[src/rtl/avl_meter.sv]
// avl_meter: audio level meter with an N-LED bar/dot display, peak-hold with
// timed decay, and a multiplexed common-anode 7-segment readout of the peak.
module avl_meter #(
  parameter int LED_N        = 16,
  parameter int LEVEL_W      = 5,
  parameter int DIGITS       = 2,
  parameter int SCAN_DIV     = 1000,
  parameter int HOLD_CYCLES  = 50_000_000,
  parameter int DECAY_CYCLES = 5_000_000
) (
  input  logic               CLOCK,
  input  logic               RESETN,
  input  logic [LEVEL_W-1:0] level,
  input  logic               level_valid,
  input  logic               mode,
  input  logic               freeze,
  output logic [LED_N-1:0]   led,
  output logic [DIGITS-1:0]  an,
  output logic [7:0]         seg
);

  localparam int TMR_MAX = (HOLD_CYCLES > DECAY_CYCLES) ? HOLD_CYCLES : DECAY_CYCLES;
  localparam int TMR_W   = $clog2(TMR_MAX + 1);
  localparam int SCAN_W  = $clog2(SCAN_DIV);
  localparam int DIG_W   = (DIGITS > 1) ? $clog2(DIGITS) : 1;

  localparam logic [TMR_W-1:0]   HOLD_LD   = TMR_W'(HOLD_CYCLES);
  localparam logic [TMR_W-1:0]   DECAY_LD  = TMR_W'(DECAY_CYCLES);
  localparam logic [SCAN_W-1:0]  SCAN_LAST = SCAN_W'(SCAN_DIV - 1);
  localparam logic [DIG_W-1:0]   DIG_LAST  = DIG_W'(DIGITS - 1);
  localparam logic [LEVEL_W-1:0] LVL_MAX   = LEVEL_W'(LED_N);

  // Saturate an incoming sample to the number of bar LEDs.
  function automatic logic [LEVEL_W-1:0] f_clamp(input logic [LEVEL_W-1:0] v);
    return (v > LVL_MAX) ? LVL_MAX : v;
  endfunction

  // Active-low segment pattern (dp off) for one decimal digit.
  function automatic logic [7:0] f_glyph(input logic [3:0] d);
    case (d)
      4'd0:    return 8'hC0;
      4'd1:    return 8'hF9;
      4'd2:    return 8'hA4;
      4'd3:    return 8'hB0;
      4'd4:    return 8'h99;
      4'd5:    return 8'h92;
      4'd6:    return 8'h82;
      4'd7:    return 8'hF8;
      4'd8:    return 8'h80;
      4'd9:    return 8'h90;
      default: return 8'hFF;
    endcase
  endfunction

  function automatic int f_pow10(input int k);
    int p;
    p = 1;
    for (int i = 0; i < k; i++) p = p * 10;
    return p;
  endfunction

  logic [LEVEL_W-1:0] r_cur;
  logic [LEVEL_W-1:0] r_peak;
  logic [TMR_W-1:0]   r_tmr;
  logic [SCAN_W-1:0]  r_scan_cnt;
  logic [DIG_W-1:0]   r_dig;

  logic [LEVEL_W-1:0] w_s;
  logic               w_acc;
  logic [LEVEL_W-1:0] w_cur_nxt;
  logic [LED_N-1:0]   w_led;
  logic [7:0]         w_glyph [DIGITS];

  assign w_s       = f_clamp(level);
  assign w_acc     = level_valid & ~freeze;
  assign w_cur_nxt = w_acc ? w_s : r_cur;

  // Current level capture plus peak-hold / decay timer; a capture at or above
  // the peak always wins, freeze stalls the timer, and decay stops at cur.
  always_ff @(posedge CLOCK) begin
    if (!RESETN) begin
      r_cur  <= '0;
      r_peak <= '0;
      r_tmr  <= '0;
    end else begin
      r_cur <= w_cur_nxt;
      if (w_acc && (w_s >= r_peak)) begin
        r_peak <= w_s;
        r_tmr  <= HOLD_LD;
      end else if (!freeze) begin
        if (r_tmr != '0) begin
          r_tmr <= r_tmr - 1'b1;
        end else if (r_peak > w_cur_nxt) begin
          r_peak <= r_peak - 1'b1;
          r_tmr  <= DECAY_LD;
        end
      end
    end
  end

  // Bar fills everything below cur, dot lights only the cur LED; the peak LED
  // is overlaid in both modes. A zero level maps to index -1, i.e. no LED.
  always_comb begin
    w_led = '0;
    for (int i = 0; i < LED_N; i++) begin
      w_led[i] = (mode ? (i == int'(r_cur) - 1) : (i < int'(r_cur)))
               || (i == int'(r_peak) - 1);
    end
  end

  // Per-digit glyph of the peak value; non-units digits above the most
  // significant non-zero digit are blanked.
  for (genvar k = 0; k < DIGITS; k++) begin : g_dig
    localparam int P = f_pow10(k);
    assign w_glyph[k] = ((k != 0) && (int'(r_peak) < P)) ? 8'hFF
                        : f_glyph(4'((int'(r_peak) / P) % 10));
  end

  // Digit scan: each position is held for SCAN_DIV cycles before advancing.
  always_ff @(posedge CLOCK) begin
    if (!RESETN) begin
      r_scan_cnt <= '0;
      r_dig      <= '0;
    end else if (r_scan_cnt == SCAN_LAST) begin
      r_scan_cnt <= '0;
      r_dig      <= (r_dig == DIG_LAST) ? '0 : r_dig + 1'b1;
    end else begin
      r_scan_cnt <= r_scan_cnt + 1'b1;
    end
  end

  // Registered pin drive for LEDs, anodes and segments.
  always_ff @(posedge CLOCK) begin
    if (!RESETN) begin
      led <= '0;
      an  <= '1;
      seg <= 8'hFF;
    end else begin
      led <= w_led;
      an  <= ~(DIGITS'(1) << r_dig);
      seg <= w_glyph[r_dig];
    end
  end

endmodule

[config.mk]
export PLATFORM = sky130hd
export DESIGN_NAME = avl_meter
export DESIGN_NICKNAME = d
export VERILOG_FILES = /design/src/rtl/avl_meter.sv
export SDC_FILE = /design/constraint.sdc
export NUM_CORES = 1
export LEC_CHECK = 0
export BUFFER_PORTS_ARGS = -buffer_cell sky130_fd_sc_hd__buf_4
export CAP_MARGIN = 10
export CORE_MARGIN = 5
export CORE_UTILIZATION = 25
export DETAILED_ROUTE_END_ITERATION = 12
export GPL_TIMING_DRIVEN = 0
export SLEW_MARGIN = 0
export SYNTH_ARGS = -nofsm -noshare
export SYNTH_HDL_FRONTEND = slang
export SYNTH_SLANG_ARGS = --single-unit
[constraint.sdc]
create_clock -name CLOCK -period 5.15 [get_ports CLOCK]
set_input_delay 0.2575 -clock CLOCK [delete_from_list [all_inputs] [get_ports CLOCK]]
set_output_delay 0.2575 -clock CLOCK [all_outputs]
set_load 0.02 [all_outputs]
==> summary.txt <==
Logic synthesis
  • Yosys top cell by area: dfxtp_1
  • Mapped Cells: between 500 and 600
  • Avg Cell Area, Syn: 8.16 um2
  • Top_reg_cell synth: dfxtp_1
  • Most area-consuming cells after synthesis: dfxtp_1, ha_1, nor2_1
  • Count leader, synth: nor2_1
  • Unique masters post-synth: 63
  • Synth Cell Area: between 0.004 and 0.005 mm2
  • #FFs+latches synth: 72
  • Fraction of registers with async set/reset: 0
  • Yosys top cell area share: 0.348
  • Post-synth top cells: nor2_1, dfxtp_1, a21oi_1
  • Number of flops mapped to enable cells by yosys: 0
  • Synthesized net count: 541
  • Post-synthesis sequential area ratio: 0.348
  • Yosys warning count: 0

Global route
  • First-pass GRT wire length: approximately 18,000 um
  • Vias in the first global route: roughly 3.4k
  • Largest net degree at the start of global routing: 12
  • Gr usage total: 0.111
  • Antenna violations before repair: 0
  • Gr ovfl total: 0

Critical path
  • Worst Path Max Fanout: 10
  • Worst Path Arrival: 3.45 ns
  • Critical Path Source Type: register
  • Reg2Reg Setup Slack: 1.90 ns
  • Critical path capture point type: register
  • Worst EP required: roughly 5.4 ns
  • Crit Path Class: reg2reg

STA
  • Setup violations, final: 0
  • Max-slew violations: 0
  • Slew headroom: 0.496
  • Fin crit period: between 3 and 4 ns
  • Total negative setup slack: 0 ns
  • Endpoints failing hold: 0
  • Worst Skew: roughly 0.0058 ns
  • Tcrit/Tclk final: 0.632
  • Worst-Margin Slew: roughly 0.75 ns
  • Max Fclk: 307 MHz
  • RSZ-0062 raised after global routing: false

Pwr
  • Internal power: between 1 and 1.5 mW
  • Switching power share of the total: 0.364
  • Static leakage: approximately 1.9 nW
  • Peak VDD IR: ~0.14 mV
  • Clock power frac: 0.288
  • Cell Pwr Density: 408 mW/mm2
  • Sw Pwr: about 0.74 mW
  • Comb pwr share: 0.363
  • Seq pwr share: 0.349

CTS
  • Sink Count: between 70 and 80
  • H-tree levels: 3
  • TritonCTS clock tree: done
  • CTS-repair resized insts: 0
  • Num CTS Buffers: 9
  • Hold buffers post-CTS: 0
  • Clock slew at reported path FFs: ~0.06 ns
  • Setup Fix Bufs, Post-CTS: 0
  • Longest Clk Path Bufs: 2
  • CTS root buf: clkbuf_16
  • Worst skew pair latency: roughly 0.34 ns

Placement
  • Routability Congestion: slightly above 0.8
  • Dpl cells: between 700 and 800
  • Dpl cell area: approximately 0.0047 mm2
  • Detail Placement HPWL: 7890 um
  • Port buffer count: 34

Die
  • Die area: around 0.019 mm2
  • Row count: between 40 and 50
  • Die height: roughly 140 um
  • Starting Density: 0.253
  • Die Width: approximately 140 um
  • Ports: 36
  • Core footprint: ~0.016 mm2

Cells and area
  • Final Util: 0.302
  • Ant diodes: 0
  • Post-route cell area: 0.00496 mm2
  • Post-Layout Cell Count: between 700 and 800
  • Layout cells sized above 1: 0.122
  • Layout area overhead: 19.5%
  • Nets: 586

Route
  • WL/cell: 13.7 um
  • DR iter-0 viols: around 230
  • Via count: roughly 3.7k
  • Vias per cell: about 4.8
  • First-pass detailed-route iteration total: 6
  • Antenna Nets Post-Route: 0
  • Post-Route WL: 10,700 um
  • Drt drc: 0

Min path
  • Worst min-delay path class: in2reg

Outcome
  • Status: finished clean

Run
  • Max Cap Violations: 0
[kinds of logic after synthesis]
family                   count (synthesis)  synth area share
AND/OR/NAND/NOR                        183             0.217
AO/OA/AOI/OAI                          138             0.217
flip-flops                              72             0.348
buffers and inverters                   46            0.0486
XOR/XNOR                                30            0.0634
adder cells (fa/ha/maj)                 24            0.0718
multiplexers                            14            0.0347
other                                    1          0.000904
[per-layer routing]
metal	GRT usage	share of wire
met1	0.144	0.49
met2	0.176	0.45
met3	0.0303	0.041
met4	0.0453	0.020
met5	0	0
[registers in the layout, indices dropped and copies added, names as in the netlist]
register	flops
r_cur	5
r_dig	1
an	2
r_scan_cnt	10
seg	7
r_tmr	26
r_peak	5
led	16
[layout make-up]
class / instances / area [um2]
clock inverter: 2 / 13.8
timing repair buffer: 34 / 255
fill: 1779 / 11500
tap: 220 / 275
inverter: 17 / 63.8
multi-input combinational: 390 / 2500
sequential: 72 / 1440
clock buffer: 14 / 264
buffer: 29 / 138
[power groups by stage]
stage / Clock, mW / Combinational [mW] / Sequential, mW
5_1_grt: 0.621 / 0.819 / 0.717
2_1_floorplan: 0 / 0.530 / 0.725
3_3_place_gp: 0 / 0.729 / 0.714
3_5_place_dp: 0 / 0.731 / 0.714
6_report: 0.583 / 0.735 / 0.705
4_1_cts: 0.600 / 0.734 / 0.704
[critical path, cell delays in order (launching register included)]
cell and delay, ns:
dfxtp_1 0.40, buf_1 0.39, nor2_1 0.17, inv_1 0.12, ha_1 0.24, nor2b_1 0.31
o22ai_1 0.11, a22o_1 0.28, or2_2 0.29, clkbuf_1 0.17, a221oi_1 0.48, o31ai_1 0.14
[metrics by stage]
| step | power [mW] | hold slack [ns] | setup WS (ns) |
|---|---|---|---|
| final | 2.02 | 0.293 | 1.90 |
| after CTS | 2.04 | 0.290 | 1.91 |
| after global routing | 2.16 | 0.333 | 1.63 |
| after floorplan | 1.25 | 0.413 | 2.52 |
| after detailed placement | 1.45 | 0.444 | 1.69 |
| after global placement | 1.44 | 0.428 | 1.72 |
[cell usage in the layout (no fill, tap or decap), types with 9 or more instances in the layout]
cell type and instances:
buf_4 35, nand2b_1 10, a21oi_1 38, nor2b_1 10
nand3_1 11, ha_1 23, mux2i_1 11, inv_1 15
clkbuf_16 9, xnor2_1 15, nand2_1 22, clkbuf_1 25
o21ai_0 28, nor2_1 76, xor2_1 15, nor3_1 11
dfxtp_1 72
[final timing paths]
check,cells past startpoint,end,from
setup / recovery,11,seg[3]$_SDFF_PN1_,r_peak[3]$_SDFFE_PN0P_
setup reg to reg,11,seg[3]$_SDFF_PN1_,r_peak[3]$_SDFFE_PN0P_
hold reg to reg,1,r_scan_cnt[0]$_SDFF_PP0_,r_scan_cnt[0]$_SDFF_PP0_
hold / removal,3,r_cur[4]$_SDFF_PN0_,level[4]
No activity file was read; power rests on OpenSTA's default activity.
